File: src/rtl/ti_quad_pipe.sv
// ti_quad_pipe: registered 3-share threshold implementation of a quadratic
// vectorial Boolean function y = Q(x), with optional fresh-randomness remasking
// and an elastic output FIFO. Used as one masked S-box layer.
//
// Each output share is built from exactly two input shares. Share 1 uses
// shares 2,3. Share 2 uses shares 3,1. Share 3 uses shares 1,2. Every share
// has its own product terms, so no logic is shared between share cones. This
// keeps the function non-complete at the netlist level.
//
// The default QUAD value encodes y0=x0^x1x2, y1=x1^x2x3, y2=x2^x0x3 and
// y3=x3^x0x1. Bit j*WIDTH*WIDTH + i*WIDTH + k selects x_i&x_k in y_j.
module ti_quad_pipe #(
    parameter int                             WIDTH  = 4,
    parameter int                             OUT_W  = 4,
    parameter logic [OUT_W*WIDTH-1:0]         LIN    = 16'h8421,
    parameter logic [OUT_W*WIDTH*WIDTH-1:0]   QUAD   = 64'h0002_0008_0800_0040,
    parameter logic [OUT_W-1:0]               CONST  = 4'h0,
    parameter bit                             REMASK = 1'b1,
    parameter int                             DEPTH  = 2
) (
    input  logic                          clk,
    input  logic                          rst_n,
    input  logic                          in_valid,
    output logic                          in_ready,
    input  logic [WIDTH-1:0]              in_s1,
    input  logic [WIDTH-1:0]              in_s2,
    input  logic [WIDTH-1:0]              in_s3,
    input  logic [2*OUT_W-1:0]            rnd,
    output logic                          out_valid,
    input  logic                          out_ready,
    output logic [OUT_W-1:0]              out_s1,
    output logic [OUT_W-1:0]              out_s2,
    output logic [OUT_W-1:0]              out_s3,
    output logic [$clog2(DEPTH+1)-1:0]    occupancy
);

    localparam int OCC_W = $clog2(DEPTH + 1);
    localparam int PTR_W = (DEPTH > 1) ? $clog2(DEPTH) : 1;

    // Unmasked component-function outputs of each share.
    logic [OUT_W-1:0] y1, y2, y3;
    // Remasked shares written into the FIFO.
    logic [OUT_W-1:0] o1, o2, o3;

    genvar gi, gj, gk;

    // Share component functions. There is one independent cone per output bit per share.
    generate
        for (gi = 0; gi < OUT_W; gi++) begin : g_out
            localparam logic [WIDTH-1:0] LIN_J = LIN[gi*WIDTH +: WIDTH];

            logic [WIDTH*WIDTH-1:0] q1_terms;
            logic [WIDTH*WIDTH-1:0] q2_terms;
            logic [WIDTH*WIDTH-1:0] q3_terms;

            for (gj = 0; gj < WIDTH; gj++) begin : g_i
                for (gk = 0; gk < WIDTH; gk++) begin : g_k
                    localparam int QIDX = gi*WIDTH*WIDTH + gj*WIDTH + gk;
                    if ((gj < gk) && QUAD[QIDX]) begin : g_term
                        // Share 1 cross products: a2b2 ^ a2b3 ^ a3b2.
                        assign q1_terms[gj*WIDTH+gk] = (in_s2[gj] & in_s2[gk])
                                                     ^ (in_s2[gj] & in_s3[gk])
                                                     ^ (in_s3[gj] & in_s2[gk]);
                        // Share 2 cross products: a3b3 ^ a3b1 ^ a1b3.
                        assign q2_terms[gj*WIDTH+gk] = (in_s3[gj] & in_s3[gk])
                                                     ^ (in_s3[gj] & in_s1[gk])
                                                     ^ (in_s1[gj] & in_s3[gk]);
                        // Share 3 cross products: a1b1 ^ a1b2 ^ a2b1.
                        assign q3_terms[gj*WIDTH+gk] = (in_s1[gj] & in_s1[gk])
                                                     ^ (in_s1[gj] & in_s2[gk])
                                                     ^ (in_s2[gj] & in_s1[gk]);
                    end else begin : g_none
                        assign q1_terms[gj*WIDTH+gk] = 1'b0;
                        assign q2_terms[gj*WIDTH+gk] = 1'b0;
                        assign q3_terms[gj*WIDTH+gk] = 1'b0;
                    end
                end
            end

            // The constant term goes into share 1 only.
            assign y1[gi] = CONST[gi] ^ (^(LIN_J & in_s2)) ^ (^q1_terms);
            assign y2[gi] =             (^(LIN_J & in_s3)) ^ (^q2_terms);
            assign y3[gi] =             (^(LIN_J & in_s1)) ^ (^q3_terms);
        end

        // Fresh randomness re-randomises the sharing without changing its XOR.
        if (REMASK) begin : g_remask
            logic [OUT_W-1:0] r1, r2;
            assign r1 = rnd[OUT_W-1:0];
            assign r2 = rnd[2*OUT_W-1:OUT_W];
            assign o1 = y1 ^ r1;
            assign o2 = y2 ^ r2;
            assign o3 = y3 ^ r1 ^ r2;
        end else begin : g_plain
            assign o1 = y1;
            assign o2 = y2;
            assign o3 = y3;
        end
    endgenerate

    // FIFO state. The entries are small, so they live in flops. This lets reset clear
    // them and keeps the share outputs at zero after reset.
    logic [OUT_W-1:0] mem1_reg [DEPTH];
    logic [OUT_W-1:0] mem2_reg [DEPTH];
    logic [OUT_W-1:0] mem3_reg [DEPTH];
    logic [PTR_W-1:0] wr_ptr_reg, rd_ptr_reg;
    logic [PTR_W-1:0] show_ptr;
    logic [OCC_W-1:0] count_reg, count_next;
    logic             in_ready_reg, out_valid_reg;
    logic             push, pop;

    function automatic logic [PTR_W-1:0] ptr_inc(input logic [PTR_W-1:0] p);
        return (p == PTR_W'(DEPTH - 1)) ? '0 : p + 1'b1;
    endfunction

    function automatic logic [PTR_W-1:0] ptr_dec(input logic [PTR_W-1:0] p);
        return (p == '0) ? PTR_W'(DEPTH - 1) : p - 1'b1;
    endfunction

    assign push = in_valid & in_ready_reg;
    assign pop  = out_valid_reg & out_ready;

    // Next occupancy. A simultaneous push and pop leaves it unchanged.
    always_comb begin
        count_next = count_reg;
        if (push && !pop) begin
            count_next = count_reg + 1'b1;
        end else if (!push && pop) begin
            count_next = count_reg - 1'b1;
        end
    end

    // Pointers, count and handshake flags. The ready and valid flags are precomputed
    // from the next count, so neither depends combinationally on the other side.
    always_ff @(posedge clk or negedge rst_n) begin
        if (!rst_n) begin
            wr_ptr_reg    <= '0;
            rd_ptr_reg    <= '0;
            count_reg     <= '0;
            in_ready_reg  <= 1'b1;
            out_valid_reg <= 1'b0;
        end else begin
            if (push) wr_ptr_reg <= ptr_inc(wr_ptr_reg);
            if (pop)  rd_ptr_reg <= ptr_inc(rd_ptr_reg);
            count_reg     <= count_next;
            in_ready_reg  <= (count_next < OCC_W'(DEPTH));
            out_valid_reg <= (count_next != '0);
        end
    end

    // Entry storage. Only the tail slot is written on an accepted input.
    always_ff @(posedge clk or negedge rst_n) begin
        if (!rst_n) begin
            for (int e = 0; e < DEPTH; e++) begin
                mem1_reg[e] <= '0;
                mem2_reg[e] <= '0;
                mem3_reg[e] <= '0;
            end
        end else if (push) begin
            mem1_reg[wr_ptr_reg] <= o1;
            mem2_reg[wr_ptr_reg] <= o2;
            mem3_reg[wr_ptr_reg] <= o3;
        end
    end

    // While empty, show the most recently popped slot so the outputs hold their last
    // value. A new push goes to rd_ptr and never overwrites that slot while it is shown.
    assign show_ptr = out_valid_reg ? rd_ptr_reg : ptr_dec(rd_ptr_reg);

    assign out_s1    = mem1_reg[show_ptr];
    assign out_s2    = mem2_reg[show_ptr];
    assign out_s3    = mem3_reg[show_ptr];
    assign out_valid = out_valid_reg;
    assign in_ready  = in_ready_reg;
    assign occupancy = count_reg;

endmodule

File: config.mk
export PLATFORM = sky130hd
export DESIGN_NAME = ti_quad_pipe
export DESIGN_NICKNAME = d
export VERILOG_FILES = /design/src/rtl/ti_quad_pipe.sv
export SDC_FILE = /design/constraint.sdc
export NUM_CORES = 1
export LEC_CHECK = 0
export BUFFER_PORTS_ARGS = -buffer_cell sky130_fd_sc_hd__buf_2
export CELL_PAD_IN_SITES_DETAIL_PLACEMENT = 1
export CELL_PAD_IN_SITES_GLOBAL_PLACEMENT = 2
export CORE_MARGIN = 4
export CORE_UTILIZATION = 31
export CTS_CLUSTER_SIZE = 10
export DETAILED_ROUTE_END_ITERATION = 12
export HOLD_SLACK_MARGIN = 0.08
export PLACE_DENSITY_LB_ADDON = 0.15
export SYNTH_ARGS = -nofsm -noshare
export SYNTH_HDL_FRONTEND = slang
export SYNTH_SLANG_ARGS = --single-unit
File: constraint.sdc
create_clock -name clk -period 1.5 [get_ports clk]
set_input_delay 0.225 -clock clk [delete_from_list [all_inputs] [get_ports clk]]
set_output_delay 0.225 -clock clk [all_outputs]
set_load 0.03 [all_outputs]
==> out/metrics.yaml <==
die:
  die-width_um: 90.18
  dieHeight_um: 90.18
  rows: 29
  fp.dieArea_um2: 8132
  start_util_pct: 32.41
  core_area_um2: 6459
  io-pin-count: 40
timing:
  clock_skew_ns: 0.002242
  tightest_slew_ns: 0.3891
  setup_viol: 12
  fmaxAchievable_mhz: 552.2
  layout_setup_ws_ns: -0.3108
  period_share_pct: 120.7
  finalHoldViolations: 0
  min_period_ns: 1.811
  rsz0062_at_grt: "true"
  slew_headroom_pct: 73.87
  finalMaxSlewViolations: 0
  whs_ns: 0.3029
final_layout:
  final_cell_mix: "31 x nand2_1, 28 x dfrtp_1, 27 x buf_2"
  nFillCells: 747
  mostFrequentLayoutCell: "nand2_1"
  stdcell_count: 339
  syn_to_final_growth_pct: 27.20
  drive_above_1_share_pct: 35.88
  design_area_um2: 2663
  finish.utilization_pct: 41.22
  nNetsFinal: 286
  register_area_um2: 753.2
  diodes: 0
  multi_input_area_um2: 1281
worst_setup_path:
  worst_setup_path_end_kind: "output pin"
  crit_required_ns: 1.27
  worstPathArrival_ns: 1.59
  reg2regPathDepth: 3
  startpoint_type: "flop"
  path_class: "flop to output pin"
  path_max_fanout: 5
cts:
  path_clk_slew_ns: 0.06
  cts_buffer_depth: 2
  cts-root-buf: "clkbuf_8"
  h-tree-depth: 2
  insertion_delay_ns: 0.27
  cts-buffers-inserted: 5
  clock-sinks: 30
  cts_tree: "done"
hold_path:
  hold_depth: 4
  hp-class: "input port to flop"
synthesis:
  netlist_instances: 215
  yosys_warnings: 0
  yosys_register_bits: 30
  syn_nets: 239
  synth.distinct_cells: 38
  syn_area_um2: 2093
  synth_seq_area_share_pct: 35.92
  synth.avg_cell_area_um2: 9.736
pwr:
  p_per_area_nw_per_um2: 2174
  peakVddDrop_v: 0.0005237
  p_leak_nw: 1.188
grt:
  grt_pass1_vias: 1685
  grt_max_degree: 26
  overflow: 0
  grt_pass1_wl_um: 8424
  antenna_found_initial: 0
  track_usage_pct: 12.76
drt:
  wl_per_cell_um: 14.50
  drtIter0Drc: 42
  highest_layer: "met4"
  first_pass_iters: 4
  via_count: 1668
  met3_wirelength_um: 160
  drcViolationCount: 0
  viasPerCell: 4.920
  drt_wl_total_um: 4916
  dr_wl_met2_um: 2174
  ant_nets: 0
  met1_length_um: 2522
placement:
  place_hpwl_um: 3781
  place_area_um2: 2414
  place_ws_ns: -0.05409
  port_buffers: 39
  gp_congestion: 0.7087
  dp.cells: 329
job:
  maxCapViolCount: 0
outcome:
  status: "complete, but fails checks"
  failed_checks: "negative setup slack"
## per-stage QoR
step	setup TNS, ns	power (mW)
floorplan	-0.3695	3.501
global placement	-0.1987	4.302
detailed placement	-0.4596	4.334
CTS	-3.661	5.884
global route	-4.177	6.195
finish	-3.571	5.789
## Yosys cell counts, drive strengths merged
master,count,area share [%]
and2b,3,1.1
mux2,18,10
and2,1,0.30
nand4b,1,0.42
nor2,2,0.36
a221oi,4,2.9
or2,1,0.30
o31ai,4,1.4
nor3b,3,1.1
nand3b,3,1.1
a31oi,1,0.30
and4bb,2,1.2
nand4,1,0.30
xor2,12,5.0
buf,14,4.9
nor2b,6,1.8
nor4bb,4,1.9
dfrtp,29,35
nand2b,3,0.90
and3b,2,0.84
clkbuf,4,0.72
a21o,1,0.36
nand4bb,3,1.9
nand2,32,5.7
a21oi,3,0.72
nand3,7,1.7
o21ai,23,5.5
and3,2,0.60
dfstp,1,1.3
xnor2,19,7.9
a211oi,2,1.2
o211ai,3,1.1
a211o,1,0.42
## logic make-up after synthesis
family | count (synthesis) | share of synthesized area [%]
DFF | 30 | 35.92
AOI/OAI and AO/OA | 42 | 13.87
muxes | 18 | 10.22
and+or+nand+nor | 76 | 21.40
xor gates and xnor gates | 31 | 12.97
buffers and inverters | 18 | 5.618
## final cells by class
class	instances	area share [%]
multi-input combinational	167	48.12
sequential	30	28.29
timing repair buffer	58	17.11
tap	77	3.618
clock buffer	7	2.867
## power by group
part           leakage, nW  internal, mW  total, mW  switching, mW
registers            0.366          1.22       1.47          0.252
clock network       0.0383         0.318      0.589          0.270
logic                0.783          1.91       3.73           1.82
total                 1.19          3.44       5.79           2.35
## metal layers
layer	GRT usage [%]	up-vias
met5	0	-
met4	4.974	0
met3	1.836	4
met2	20.54	32
met1	17.25	784
li1	-	848
## path summary, 6_finish.rpt
path                            slack [ns]        start           to
min in group asynchronous             0.39        rst_n  mem3_reg[4]
worst max-delay path                 -0.31    out_valid    out_s3[2]
max in group asynchronous             0.65        rst_n  mem2_reg[5]
worst min-delay path                  0.30     in_valid   wr_ptr_reg
worst max register to register        0.15     in_ready  mem3_reg[5]
worst min register to register        0.48  mem3_reg[1]  mem3_reg[1]
## what timing repair did
item | CTS | global route
hold buffers | 1 | 0
setup buffers | 1 | 0
pin swaps | 1 | 1
endpoints found under the setup margin | 12 | 12
gates cloned | 1 | 0
resized for setup | 39 | 0
endpoints found under the hold margin | 12 | 0
## worst max-delay path, cell delays in order, from the launching register on
cell and delay, ns:
dfrtp_2 0.42, xor2_2 0.18, buf_6 0.14, buf_12 0.13
mux2_4 0.30, buf_6 0.14
No activity file was read; power rests on OpenSTA's default activity.
